`src/rtl/tempsense_pkg.sv`:
```
// Shared types and defaults for the temperature-sensor ring-oscillator frequency counter.
package tempsense_pkg;

    typedef enum logic [1:0] {
        StIdle,
        StWarm,
        StMeasure,
        StHold
    } state_e;

    localparam int unsigned DEF_CNT_W        = 16;
    localparam int unsigned DEF_WIN_W        = 16;
    localparam int unsigned DEF_SETTLE       = 4;
    localparam int unsigned DEF_SYNC_STAGES  = 2;
    localparam int unsigned SETTLE_CNT_W     = 4;

endpackage

```
`src/rtl/ro_sync_edge.sv`:
```
// Synchronises the free-running ring-oscillator output into the CLK domain and flags its
// rising edges with a one-cycle pulse.
module ro_sync_edge #(
    parameter int unsigned SYNC_STAGES = 2
) (
    input  logic i_clk,
    input  logic i_rst_n,
    input  logic i_async,
    output logic o_rise
);

    logic [SYNC_STAGES-1:0] r_sync;
    logic                   r_prev;

    always_ff @(posedge i_clk or negedge i_rst_n) begin
        if (!i_rst_n) begin
            r_sync <= '0;
            r_prev <= 1'b0;
        end else begin
            r_sync <= {r_sync[SYNC_STAGES-2:0], i_async};
            r_prev <= r_sync[SYNC_STAGES-1];
        end
    end

    assign o_rise = r_sync[SYNC_STAGES-1] & ~r_prev;

endmodule

```
`src/rtl/ro_freq_counter.sv`:
```
// Ring-oscillator frequency counter: warm-up, windowed saturating edge count, start/done handshake.
// Define RO_FREQ_COUNTER_CONT_EN for back-to-back windows while START stays high.
module ro_freq_counter
    import tempsense_pkg::*;
#(
    parameter int unsigned CNT_W       = DEF_CNT_W,
    parameter int unsigned WIN_W       = DEF_WIN_W,
    parameter int unsigned SETTLE      = DEF_SETTLE,
    parameter int unsigned SYNC_STAGES = DEF_SYNC_STAGES
) (
    input  logic             CLK,
    input  logic             RN,
    input  logic             RO_IN,
    input  logic             START,
    input  logic [WIN_W-1:0] WIN,
    output logic             EN_RO,
    output logic             BUSY,
    output logic             DONE,
    output logic [CNT_W-1:0] COUNT,
    output logic             OVF
);

    localparam logic [SETTLE_CNT_W-1:0] SettleLast = SETTLE_CNT_W'(SETTLE - 1);

    state_e                  r_state;
    logic                    r_en_ro;
    logic                    r_busy;
    logic                    r_done;
    logic [CNT_W-1:0]        r_count;
    logic                    r_ovf;
    logic [WIN_W-1:0]        r_win;
    logic [WIN_W-1:0]        r_win_cnt;
    logic [SETTLE_CNT_W-1:0] r_settle;

    logic                    w_rise;
    logic                    w_win_last;
    logic                    w_sat;
    logic [CNT_W-1:0]        w_acc;
    logic                    w_acc_ovf;
    logic [CNT_W-1:0]        w_acc_next;
    logic                    w_acc_ovf_next;

    ro_sync_edge #(
        .SYNC_STAGES (SYNC_STAGES)
    ) u_sync_edge (
        .i_clk   (CLK),
        .i_rst_n (RN),
        .i_async (RO_IN),
        .o_rise  (w_rise)
    );

`ifdef RO_FREQ_COUNTER_CONT_EN
    // Running count kept apart so COUNT only changes at window boundaries.
    logic [CNT_W-1:0] r_acc;
    logic             r_acc_ovf;
    assign w_acc     = r_acc;
    assign w_acc_ovf = r_acc_ovf;
`else
    assign w_acc     = r_count;
    assign w_acc_ovf = r_ovf;
`endif

    assign w_sat          = &w_acc;
    assign w_acc_next     = (w_rise && !w_sat) ? w_acc + 1'b1 : w_acc;
    assign w_acc_ovf_next = w_acc_ovf | (w_rise & w_sat);
    assign w_win_last     = (r_win_cnt == r_win - 1'b1);

    always_ff @(posedge CLK or negedge RN) begin
        if (!RN) begin
            r_state   <= StIdle;
            r_en_ro   <= 1'b0;
            r_busy    <= 1'b0;
            r_done    <= 1'b0;
            r_count   <= '0;
            r_ovf     <= 1'b0;
            r_win     <= '0;
            r_win_cnt <= '0;
            r_settle  <= '0;
`ifdef RO_FREQ_COUNTER_CONT_EN
            r_acc     <= '0;
            r_acc_ovf <= 1'b0;
`endif
        end else begin
            case (r_state)
                StIdle, StHold: begin
                    if (START) begin
                        r_state  <= StWarm;
                        r_win    <= WIN;
                        r_count  <= '0;
                        r_ovf    <= 1'b0;
                        r_done   <= 1'b0;
                        r_en_ro  <= 1'b1;
                        r_busy   <= 1'b1;
                        r_settle <= '0;
                    end
                end
                StWarm: begin
                    if (r_settle == SettleLast) begin
                        r_win_cnt <= '0;
`ifdef RO_FREQ_COUNTER_CONT_EN
                        r_acc     <= '0;
                        r_acc_ovf <= 1'b0;
`endif
                        if (r_win != '0) begin
                            r_state <= StMeasure;
                        end else begin
                            r_state <= StHold;
                            r_en_ro <= 1'b0;
                            r_busy  <= 1'b0;
                            r_done  <= 1'b1;
                        end
                    end else begin
                        r_settle <= r_settle + 1'b1;
                    end
                end
                StMeasure: begin
                    r_done <= 1'b0;
                    if (w_win_last) begin
                        // The final window cycle's edge is folded into the published result.
                        r_count <= w_acc_next;
                        r_ovf   <= w_acc_ovf_next;
                        r_done  <= 1'b1;
`ifdef RO_FREQ_COUNTER_CONT_EN
                        r_win_cnt <= '0;
                        r_acc     <= '0;
                        r_acc_ovf <= 1'b0;
                        if (!START) begin
                            r_state <= StHold;
                            r_en_ro <= 1'b0;
                            r_busy  <= 1'b0;
                        end
`else
                        r_state <= StHold;
                        r_en_ro <= 1'b0;
                        r_busy  <= 1'b0;
`endif
                    end else begin
                        r_win_cnt <= r_win_cnt + 1'b1;
`ifdef RO_FREQ_COUNTER_CONT_EN
                        r_acc     <= w_acc_next;
                        r_acc_ovf <= w_acc_ovf_next;
`else
                        r_count   <= w_acc_next;
                        r_ovf     <= w_acc_ovf_next;
`endif
                    end
                end
                default: r_state <= StIdle;
            endcase
        end
    end

    assign EN_RO = r_en_ro;
    assign BUSY  = r_busy;
    assign DONE  = r_done;
    assign COUNT = r_count;
    assign OVF   = r_ovf;

endmodule

```
`config.mk`:
```
export PLATFORM = sky130hd
export DESIGN_NAME = ro_freq_counter
export DESIGN_NICKNAME = d
export VERILOG_FILES = /design/src/rtl/tempsense_pkg.sv /design/src/rtl/ro_sync_edge.sv /design/src/rtl/ro_freq_counter.sv
export SDC_FILE = /design/constraint.sdc
export NUM_CORES = 1
export LEC_CHECK = 0
export CAP_MARGIN = 15
export CORE_MARGIN = 4
export CORE_UTILIZATION = 30
export CTS_CLUSTER_DIAMETER = 150
export DETAILED_ROUTE_END_ITERATION = 8
export SLEW_MARGIN = 20
export SYNTH_ARGS = -nofsm -noshare
export SYNTH_HDL_FRONTEND = slang
export SYNTH_SLANG_ARGS = --single-unit
```
`constraint.sdc`:
```
create_clock -name CLK -period 3.1 [get_ports CLK]
set_input_delay 0.62 -clock CLK [delete_from_list [all_inputs] [get_ports CLK]]
set_output_delay 0.62 -clock CLK [all_outputs]
set_load 0.05 [all_outputs]
```
==> Word-level counts from Yosys, hierarchy flattened <==
Cells that the tools add are included.
{ "word_totals": {"wordCells": 72, "ff_bits": 60, "output_inout_bits": 20} }
{ "op_classes": {"mux": 25, "n_addsub": 4, "n_reduce_logical": 17, "n_eq_ne": 12, "bitwise": 4} }
{ "ops": {"columns": ["operator", "count"], "rows": [
  ["$mux W16", 4],
  ["$pmux W16 S2", 2],
  ["$add A16 B1 Y16 const B", 2],
  ["$eq A16 B16 Y1", 1],
  ["$reduce_and A16 Y1", 1],
  ["$reduce_bool A16 Y1", 1],
  ["$sub A16 B1 Y16 const B", 1],
  ["$reduce_and A3 Y1", 5],
  ["$ne A2 B2 Y1 const B", 7],
  ["$mux W1", 9],
  ["$mux W4", 2],
  ["$pmux W4 S2", 1],
  ["$mux W2", 3],
  ["$pmux W1 S3", 2],
  ["$pmux W2 S3", 1],
  ["$reduce_bool A2 Y1", 3],
  ["$add A4 B1 Y4 const B", 1],
  ["$eq A2 B2 Y1 const B", 2],
  ["$eq A4 B2 Y1 const B", 1],
  ["$reduce_and A2 Y1", 2],
  ["$reduce_and A4 Y1", 1],
  ["$and A1 B1 Y1", 2],
  ["$eq A2 B1 Y1 const B", 1],
  ["$logic_not A2 Y1", 1],
  ["other kinds (6)", 6]
]} }

==> Logic depth before layout (Yosys ltp) <==
Gate-level depths: netlist of the first run.
{ "logic_depth": {"word_depth": 5, "ltp_mapped": 11, "ltp_nobuf": 9} }

==> Modules after synthesis <==
From an unflattened synthesis of the first run, not the netlist that was laid out.
{ "unflattened": {"hier_cells": 384, "hier_area_um2": 3578.4} }
{ "modules_own_cells": {"columns": ["mod", "cells_per_inst", "n_inst", "area_per_inst_um2"], "rows": [
  ["ro_freq_counter", 380, 1, 3489.6],
  ["ro_sync_edge", 4, 1, 88.8]
]} }

==> Least setup slack after synthesis of the first run <==
No wires, ideal clock.
{ "synth_path": {"path_type": "reg2reg", "from": "register r_win[0]", "to": "register r_win_cnt[0]", "n_path_buf": 1, "path_slack_ps": 344, "arrival_ps": 2631, "path_stages_with_launch": 11, "setup_time_ps": 125, "period_less_slack_ps": 2756, "required_ps": 2975, "path_cell_list": "dfrtp_1 -> inv_1 -> ha_1 -> or4b_2 -> nor4_2 -> xnor2_1 -> nand4_1 -> nor4_4 -> buf_4 -> nor2_1 -> mux2_4"} }
{ "synth_between": {"elab_chain_cells": 4} }
{ "synth_rtl": {"columns": ["item", "line_no", "text"], "rows": [
  ["start: declaration", "ro_freq_counter.sv:31", "logic [WIN_W-1:0] r_win;"],
  ["start signal: assignment", "ro_freq_counter.sv:76", "r_win <= '0;"],
  ["start signal: assignment", "ro_freq_counter.sv:88", "r_win <= WIN;"],
  ["$sub A16 B1 Y16", "ro_freq_counter.sv:66", "assign w_win_last = (r_win_cnt == r_win - 1'b1);"],
  ["$eq A16 B16 Y1", "ro_freq_counter.sv:66", null],
  ["$ne A2 B2 Y1 (no line)", null, null],
  ["$reduce_and A3 Y1 (no line)", null, null],
  ["end signal: assignment", "ro_freq_counter.sv:138", "r_win_cnt <= r_win_cnt + 1'b1;"],
  ["end: declaration", "ro_freq_counter.sv:32", "logic [WIN_W-1:0] r_win_cnt;"]
]} }
Every way passes these cells.
A chain may end at the register's enable or synchronous reset.

==> Worst setup path after layout of the first run <==
{ "layout_path": {"from": "register r_win[0]", "to": "register r_win_cnt[14]"} }
The elaborated chain is that of the path after synthesis.

==> flow_metrics.py, run 1 <==
metrics = {
    "clock_network": {
        "cts-resized-gates": 0,
        "cts_num_sinks": 60,
        "hold_buffers": 0,
        "clk_path_buf_depth": 2,
        "htreeDepth": 3,
        "cts_buffers": 9,
        "path_clk_slew_ps": 50,
        "insertion_delay_ps": 330,
        "cts_root_buf": "clkbuf_16",
        "tritoncts": "yes",
        "postCtsSetupRepairBufs": 0,
    },
    "sta": {
        "fin_crit_sh": 0.928,
        "slew_violations": 0,
        "setup_tns_ps": 0,
        "skew_ps": 5.42,
        "max_freq_mhz": 348,
        "rsz0062_at_grt": "false",
        "setup_violations": 0,
        "relSlewSlack": 0.441,
        "final_hold_viol_count": 0,
        "min_period_ps": 2880,
        "tightest_slew_ps": 816,
        "finalWorstSetupSlack_ps": 224,
    },
    "detailed_routing": {
        "drc_errors": 0,
        "drt_pass1_iterations": 4,
        "drt_iter0_drc": 114,
        "postRouteAntennaNets": 0,
        "vias": 3066,
        "post_drt_wl_per_cell_um": 15.4,
        "viasPerCell": 5.32,
        "drt_wl_total_mm": 8.87,
    },
    "placement": {
        "pre_cts_ws_ps": 153,
        "place_congestion": 0.807,
        "dp_hpwl_mm": 6.39,
        "portBuffers": 39,
    },
    "cells_and_area": {
        "layout.nets": 455,
        "area_growth_pct": 26.0,
        "nFillCells": 1145,
        "drive_gt1_frac": 0.141,
        "antenna_cells": 0,
    },
    "hold_path": {
        "min_path_type": "in2async",
    },
    "global_routing": {
        "grt_use_met1": 0.173,
        "grt_max_degree": 28,
        "first_global_vias": 2967,
        "top_usage_layer": "met2",
        "use_met2": 0.204,
        "grt_usage": 0.133,
        "antenna_found_initial": 0,
        "grt-ovfl-total": 0,
        "met3_usage": 0.0432,
        "grt_pass1_wl_mm": 15.0,
    },
    "synth": {
        "ys_ff_latch": 60,
        "synth.top_cell.area_share": 0.416,
        "yosysMostFrequentCell": "dfrtp_1",
        "synth_nets": 409,
        "ys.warnings.count": 0,
        "yosysTopAreaCell": "dfrtp_1",
        "netlist_area_um2": 3610,
        "postSynthAreaPerCell_um2": 9.45,
        "synth-edff-count": 0,
        "synth_area_leaders": "dfrtp_1 (42%), xor2_1 (5.3%), mux2_2 (5.3%)",
        "synth_ff_type": "dfrtp_1",
        "synth.distinct_cells": 54,
        "yosysSeqAreaShare": 0.416,
        "async_reset_ff_frac": 1.00,
        "ys_top_cells_by_count": "dfrtp_1 (60), nand2_1 (26), nor2_1 (26)",
        "synthCells": 382,
    },
    "critical_path": {
        "path_cells": "inv_1 -> ha_1 -> or4b_2 -> nor4_2 -> xnor2_1 -> nand4_1 -> nor4_4 -> buf_4 -> or3_1 -> a21oi_1",
        "crit_path_max_fanout": 16,
        "cpPeakStageDelay_ps": 610,
        "worstSetupPathType": "reg2reg",
        "worst_path_max_delay_cell": "or4b_2",
        "worstSetupStartpointType": "flop",
        "cp.arrival_ps": 3070,
        "endpoint_kind": "flop",
        "rrSetupSlack_ps": 220,
        "crit_required_ps": 3290,
    },
    "power": {
        "p_per_area_nw_per_um2": 837,
        "p_leak_uw": 0.00185,
        "peakVddDrop_mv": 0.350,
    },
    "floorplan": {
        "initial_utilization": 0.311,
        "die_h_um": 118,
        "dieArea_um2": 13900,
        "core_um2": 11600,
        "rows": 39,
        "io_pins": 40,
        "chipWidth_um": 118,
    },
    "flow_run": {
        "drv_cap": 0,
    },
    "status": {
        "status": "complete, no violations",
    },
}
## metal layers
metal	vias to the layer above	part of all wire
met4	0	0.020
met3	9	0.048
li1	1502	-
met5	-	0
met1	1492	0.46
met2	63	0.47
## per-stage QoR
| step | utilization | std cells | instance area (um^2) | total power (uW) | hold slack, ps |
|---|---|---|---|---|---|
| 6_report | 0.392 | 576 | 4550 | 3810 | 315 |
| 5_1_grt | 0.392 | 576 | 4550 | 4080 | 356 |
| 4_1_cts | 0.392 | 576 | 4550 | 3840 | 332 |
| 3_5_place_dp | 0.362 | 560 | 4210 | 2670 | 335 |
| 3_3_place_gp | 0.362 | 560 | 4210 | 2630 | 337 |
| 2_1_floorplan | - | 382 | 3610 | 2240 | 324 |
## final cells by class
type / instances / area [um^2] / area share
Timing Repair Buffer: 55 / 505 / 0.111
Sequential cell: 60 / 1500 / 0.330
Clock inverter: 6 / 113 / 0.0248
Clock buffer: 10 / 229 / 0.0503
Multi-Input combinational cell: 295 / 2000 / 0.439
Tap cell: 143 / 179 / 0.0393
Inverter: 7 / 26.3 / 0.00578
## registers in the layout (all words and copies together), names as in the netlist, 2 cells and up
| name | flops |
|---|---|
| COUNT | 16 |
| r_settle | 4 |
| r_state | 2 |
| r_win | 16 |
| r_win_cnt | 16 |
| u_sync_edge.r_sync | 2 |
## cells by family after synthesis
| kind of cell | after synthesis | synth area share |
|---|---|---|
| buf+inv | 27 | 0.0315 |
| mux | 21 | 0.0655 |
| fa+ha+maj | 7 | 0.0243 |
| xor+xnor | 32 | 0.0776 |
| compound gates | 79 | 0.139 |
| simple gates | 156 | 0.246 |
| flops | 60 | 0.416 |
## worst paths after layout
check	from	endpoint	depth (start not counted)
setup reg to reg	r_win[0]$_DFFE_PN0P_	r_win_cnt[14]$_DFFE_PN0P_	10
hold / removal	RN	r_win[10]$_DFFE_PN0P_	1
max in group asynchronous	RN	COUNT[3]$_DFFE_PN0P_	2
min in group CLK	u_sync_edge.r_sync[0]$_DFF_PN0_	u_sync_edge.r_sync[1]$_DFF_PN0_	0
setup / recovery	r_win[0]$_DFFE_PN0P_	r_win_cnt[14]$_DFFE_PN0P_	10
hold reg to reg	u_sync_edge.r_sync[0]$_DFF_PN0_	u_sync_edge.r_sync[1]$_DFF_PN0_	0
## cells in the final DEF, fill, tap and decap left out, types with 14 or more instances in the layout
master           netlist  routed
mux2_2                17      17
dfrtp_1               60      60
or3_1                 19      19
a21oi_1               20      20
nand3_1               15      15
nand4_1               14      14
buf_4                  2      16
xor2_1                22      22
o21ai_0               22      22
clkdlybuf4s50_1        0      38
nand2_1               26      26
nor2_1                26      26
## power breakdown
part	switching (uW)	internal (uW)	leakage (uW)
Combinational	813	651	0.000904
Sequential	241	953	0.000783
Clock	366	786	0.000167
## critical path: cells and delay by family, from the launching register on
family	cells	cell delay, ps
DFF	1	440
adders and majority gates	1	210
xor gates and xnor gates	1	140
AOI/OAI and AO/OA	1	70
and+or+nand+nor	5	1510
buffers and inverters	2	370
(Power assumes the default switching activity.)
==> inputs of run 2 (changes only) <==
--- a/config.mk
+++ b/config.mk
@@ -7,9 +7,10 @@
 export LEC_CHECK = 0
 export CAP_MARGIN = 15
 export CORE_MARGIN = 4
-export CORE_UTILIZATION = 30
+export CORE_UTILIZATION = 57
 export CTS_CLUSTER_DIAMETER = 150
 export DETAILED_ROUTE_END_ITERATION = 8
+export PLACE_DENSITY = 0.81
 export SLEW_MARGIN = 20
 export SYNTH_ARGS = -nofsm -noshare
 export SYNTH_HDL_FRONTEND = slang
==> run 2 against run 1 <==
Against the previous run:
- flip-flop and latch count is the same
- sequential share of layout area grew 1.5 points
- largest cell class unchanged
- sequential power is essentially flat
- via count grew 4.5%
- final area shrank 4.3%
- maximum frequency shrank 1.5%
- critical path type unchanged
- clock power shrank 31%
==> flow_metrics.py, run 2 (synthesized netlist as in run 1, its figures left out) <==
metrics = {
    "critical_path": {
        "cp-startpoint": "r_win[0]$_DFFE_PN0P_",
        "reg2regPathDepth": 10,
        "endpoint_kind": "flop",
        "cp.arrival_ps": 3110,
        "rr_endpoint": "r_win_cnt[14]$_DFFE_PN0P_",
        "crit_path_max_fanout": 16,
        "worstSetupStartpointType": "flop",
        "r2r-start": "r_win[0]$_DFFE_PN0P_",
        "rrSetupSlack_ps": 180,
        "worstSetupPathType": "reg2reg",
        "crit_required_ps": 3290,
    },
    "clock_network": {
        "cts_root_buf": "clkbuf_8",
        "path_clk_slew_ps": 80,
        "clk_path_buf_depth": 2,
        "cts-resized-gates": 0,
        "postCtsSetupRepairBufs": 0,
        "cts_num_sinks": 60,
        "hold_buffers": 0,
        "cts_buffers": 9,
        "tritoncts": "yes",
        "htreeDepth": 3,
        "insertion_delay_ps": 350,
    },
    "flow_run": {
        "drv_cap": 0,
    },
    "hold_path": {
        "hp-start": "u_sync_edge.r_sync[0]$_DFF_PN0_",
        "min_path_type": "reg2reg",
        "whs_endpoint": "u_sync_edge.r_sync[1]$_DFF_PN0_",
        "hold-path-cell-count": 0,
    },
    "placement": {
        "place_congestion": 0.877,
        "portBuffers": 39,
        "dp_cells": 492,
        "pre_cts_ws_ps": 195,
        "dp_hpwl_mm": 6.34,
    },
    "sta": {
        "relSlewSlack": 0.390,
        "min_period_ps": 2920,
        "setup_violations": 0,
        "tightest_slew_ps": 915,
        "finalWorstSetupSlack_ps": 181,
        "skew_ps": 11.0,
        "slew_violations": 0,
        "final_hold_viol_count": 0,
        "max_freq_mhz": 343,
        "rsz0062_at_grt": "true",
        "fin_crit_sh": 0.942,
    },
    "cells_and_area": {
        "antenna_cells": 0,
        "drive_gt1_frac": 0.145,
        "area_growth_pct": 20.5,
        "nFillCells": 439,
        "register_area_um2": 1500,
        "finalNonFillerCells": 509,
        "mostFrequentLayoutCells": "dfrtp_1 (60), clkdlybuf4s50_1 (38), nand2_1 (26), nor2_1 (26)",
        "final_common_cell": "dfrtp_1",
        "fin_util": 0.722,
        "multi_input_area_um2": 2000,
        "layout.nets": 456,
    },
    "detailed_routing": {
        "drt_iter0_drc": 113,
        "drt_pass1_iterations": 4,
        "wl_met1_mm": 3.93,
        "routed.top_layer": "met4",
        "wl_met3_um": 558,
        "vias": 3204,
        "post_drt_wl_per_cell_um": 17.6,
        "viasPerCell": 6.29,
        "drc_errors": 0,
        "drt_wl_total_mm": 8.94,
        "postRouteAntennaNets": 0,
        "wl_met2_mm": 4.26,
    },
    "floorplan": {
        "die_h_um": 87.6,
        "io_pins": 40,
        "rows": 28,
        "initial_utilization": 0.599,
        "core_um2": 6030,
        "chipWidth_um": 87.6,
        "dieArea_um2": 7670,
    },
    "global_routing": {
        "grt_usage": 0.247,
        "grt-ovfl-total": 0,
        "first_global_vias": 3225,
        "grt_pass1_wl_mm": 14.8,
        "antenna_found_initial": 0,
        "grt_max_degree": 41,
    },
    "power": {
        "p_per_area_nw_per_um2": 798,
        "peakVddDrop_mv": 0.519,
        "p_leak_uw": 0.00180,
    },
    "status": {
        "status": "complete, no violations",
    },
}
-- run 2: worst max-delay path by stage --
stage,end,slack [ps]
after floorplan,r_win_cnt[0]$_DFFE_PN0P_,340
after global placement,r_win_cnt[8]$_DFFE_PN0P_,340
after detailed placement,r_win_cnt[3]$_DFFE_PN0P_,200
after CTS,r_win_cnt[14]$_DFFE_PN0P_,160
after global routing,r_win_cnt[14]$_DFFE_PN0P_,-30
final,r_win_cnt[14]$_DFFE_PN0P_,180
-- run 2: power by group --
group	leakage [uW]	switching (uW)	internal [uW]
sequential	0.000783	250	951
clock	0.000110	336	456
combinational	0.000908	829	654
-- run 2: area by class of cell --
cell class | instances | area share
multi-input cells | 295 | 0.458
flip-flops and latches | 60 | 0.345
repair buffers | 56 | 0.118
clock buffers | 9 | 0.0285
clock inverters | 7 | 0.0227
well taps | 75 | 0.0216
inverters | 7 | 0.00604
-- run 2: through the flow --
step	area [um^2]	power, uW	hold WS [ps]	setup TNS (ps)
finish	4350	3480	362	0
detailed placement	4120	2670	346	0
CTS	4350	3480	365	0
floorplan	3610	2240	324	0
global route	4350	3690	370	-40.5
global placement	4120	2600	336	0
-- run 2: critical path, cell delays in order, from the launching register on --
cell	delay, ps
dfrtp_1	450
inv_1	120
ha_1	210
or4b_2	610
nor4_2	190
xnor2_1	160
nand4_1	210
nor4_4	350
buf_4	250
or3_1	150
a21oi_1	80
-- run 2: metal layers --
| metal | GRT usage | up-vias |
|---|---|---|
| met5 | 0 | - |
| met4 | 0.0851 | 0 |
| met3 | 0.0564 | 23 |
| met2 | 0.410 | 129 |
| met1 | 0.318 | 1549 |
| li1 | - | 1503 |
==> inputs of run 3 (changes only) <==
--- a/config.mk
+++ b/config.mk
@@ -7,10 +7,11 @@
 export LEC_CHECK = 0
 export CAP_MARGIN = 15
 export CORE_MARGIN = 4
-export CORE_UTILIZATION = 57
+export CORE_UTILIZATION = 61
 export CTS_CLUSTER_DIAMETER = 150
 export DETAILED_ROUTE_END_ITERATION = 8
-export PLACE_DENSITY = 0.81
+export HOLD_SLACK_MARGIN = 0.08
+export PLACE_DENSITY = 0.88
 export SLEW_MARGIN = 20
 export SYNTH_ARGS = -nofsm -noshare
 export SYNTH_HDL_FRONTEND = slang
==> constraint.sdc (replaced) <==
create_clock -name CLK -period 3.57 [get_ports CLK]
set_input_delay 0.714 -clock CLK [delete_from_list [all_inputs] [get_ports CLK]]
set_output_delay 0.714 -clock CLK [all_outputs]
set_load 0.05 [all_outputs]
==> run 3 against run 2 <==
Against the previous run:
- sequential share of layout area grew 0.81 points
- register-to-register slack gained 210 ps
- non-clock buffer count fell by 10
- combinational power down 18%
- clock skew is 1.1 ps higher
- maximum frequency decreased by 8.1%
- worst hold slack better by 4.3 ps
- clock power down 20%
- largest power group unchanged
==> flow_metrics.py, run 3 (synthesized netlist as in run 1, its figures left out) <==
metrics = {
    "status": {
        "status": "complete, no violations",
    },
    "sta": {
        "tightest_slew_ps": 842,
        "fin_crit_sh": 0.890,
        "skew_ps": 12.1,
        "max_freq_mhz": 315,
        "setup_tns_ps": 0,
        "rsz0062_at_grt": "false",
        "setup_violations": 0,
        "min_period_ps": 3180,
        "slew_violations": 0,
        "final_hold_viol_count": 0,
        "holdWs_ps": 366,
        "relSlewSlack": 0.437,
    },
    "placement": {
        "dp_hpwl_mm": 6.18,
        "dp_cells": 480,
        "portBuffers": 39,
        "place_congestion": 0.916,
        "place_area_um2": 4050,
    },
    "critical_path": {
        "crit_path_max_fanout": 17,
        "worst_path_max_delay_cell": "or4b_2",
        "path_buf_inv": 2,
        "cp.arrival_ps": 3400,
        "cpPeakStageDelay_ps": 610,
        "crit_family": "simple AND/OR/NAND/NOR gates",
        "path_cells": "inv_1 -> ha_1 -> or4b_2 -> nor4_2 -> xnor2_1 -> nand4_1 -> nor4_4 -> buf_4 -> nor2_1 -> mux2_4",
        "worstSetupStartpointType": "flop",
        "crit_required_ps": 3790,
        "worstSetupPathType": "reg2reg",
        "rrSetupSlack_ps": 390,
        "endpoint_kind": "flop",
    },
    "global_routing": {
        "grt_max_degree": 61,
        "grt-ovfl-total": 0,
        "antenna_found_initial": 0,
        "first_global_vias": 3184,
        "grt_usage": 0.258,
        "grt_pass1_wl_mm": 15.1,
    },
    "floorplan": {
        "initial_utilization": 0.644,
        "core_um2": 5610,
        "chipWidth_um": 84.9,
        "io_pins": 40,
        "dieArea_um2": 7210,
        "rows": 27,
        "die_h_um": 84.9,
    },
    "clock_network": {
        "hold_buffers": 0,
        "cts_num_sinks": 60,
        "cts-resized-gates": 0,
        "postCtsSetupRepairBufs": 0,
        "clk_path_buf_depth": 2,
        "tritoncts": "yes",
        "insertion_delay_ps": 350,
        "path_clk_slew_ps": 70,
        "cts_root_buf": "clkbuf_8",
        "htreeDepth": 3,
        "cts_buffers": 9,
    },
    "power": {
        "p_sw_uw": 1220,
        "comb_power_share": 0.418,
        "p_int_uw": 1690,
        "power_frac_seq": 0.364,
        "p_leak_uw": 0.00174,
        "peakVddDrop_mv": 0.501,
        "sw_frac_of_total": 0.419,
        "p_per_area_nw_per_um2": 683,
        "finalPower_uw": 2900,
        "clock_power_share": 0.217,
    },
    "detailed_routing": {
        "drc_errors": 0,
        "postRouteAntennaNets": 0,
        "drt_wl_total_mm": 8.83,
        "viasPerCell": 6.41,
        "drt_iter0_drc": 213,
        "drt_pass1_iterations": 5,
        "post_drt_wl_per_cell_um": 17.8,
        "vias": 3179,
    },
    "cells_and_area": {
        "layout.nets": 446,
        "mostFrequentLayoutCells": "dfrtp_1 (60), clkdlybuf4s50_1 (38), nand2_1 (26), nor2_1 (26)",
        "drive_gt1_frac": 0.125,
        "antenna_cells": 0,
        "final_common_cell": "dfrtp_1",
        "finalInstanceArea_um2": 4250,
        "finalNonFillerCells": 496,
        "area_growth_pct": 17.8,
    },
    "flow_run": {
        "drv_cap": 0,
    },
    "hold_path": {
        "min_path_type": "reg2reg",
    },
}
==> run 3: power groups by stage <==
stage               sequential [uW]  combinational (uW)  clock [uW]
floorplan                      1000                 939           0
global placement               1040                1140           0
detailed placement             1060                1190           0
CTS                            1050                1200         633
global route                   1080                1330         664
finish                         1060                1210         631
==> run 3: stage by stage <==
step                setup WS [ps]   util
floorplan                     814      -
global placement              593  0.722
detailed placement            435  0.722
CTS                           406  0.758
global route                  256  0.758
finish                        393  0.758
==> run 3: worst register-to-register path: stages, from the launching register on <==
cell	delay [ps]
dfrtp_1	450
inv_1	120
ha_1	210
or4b_2	610
nor4_2	190
xnor2_1	150
nand4_1	230
nor4_4	440
buf_4	270
nor2_1	80
mux2_4	320
==> run 3: final cells by class <==
cell class / instances / area [um^2]
clock buffer: 10 / 138
clock inverter: 6 / 63.8
fill: 410 / 1360
inverter: 7 / 26.3
multi-input combinational: 295 / 2000
sequential: 60 / 1500
tap: 72 / 90.1
timing repair buffer: 46 / 438
==> run 3: path summary, 6_finish.rpt <==
kind / cells past startpoint / end / startpoint
hold / removal: 0 / u_sync_edge.r_sync[1]$_DFF_PN0_ / u_sync_edge.r_sync[0]$_DFF_PN0_
setup / recovery: 10 / r_win_cnt[0]$_DFFE_PN0P_ / r_win[0]$_DFFE_PN0P_
hold reg to reg: 0 / u_sync_edge.r_sync[1]$_DFF_PN0_ / u_sync_edge.r_sync[0]$_DFF_PN0_
max in group asynchronous: 2 / r_win_cnt[12]$_DFFE_PN0P_ / RN
setup reg to reg: 10 / r_win_cnt[0]$_DFFE_PN0P_ / r_win[0]$_DFFE_PN0P_
min in group asynchronous: 2 / r_win[12]$_DFFE_PN0P_ / RN
==> run 3: layer usage <==
layer | wire length, um | vias to the layer above | GRT usage
li1 | - | 1475 | -
met1 | 3800 | 1551 | 0.333
met2 | 4330 | 127 | 0.419
met3 | 507 | 26 | 0.0524
met4 | 196 | 0 | 0.115
met5 | 0 | - | 0
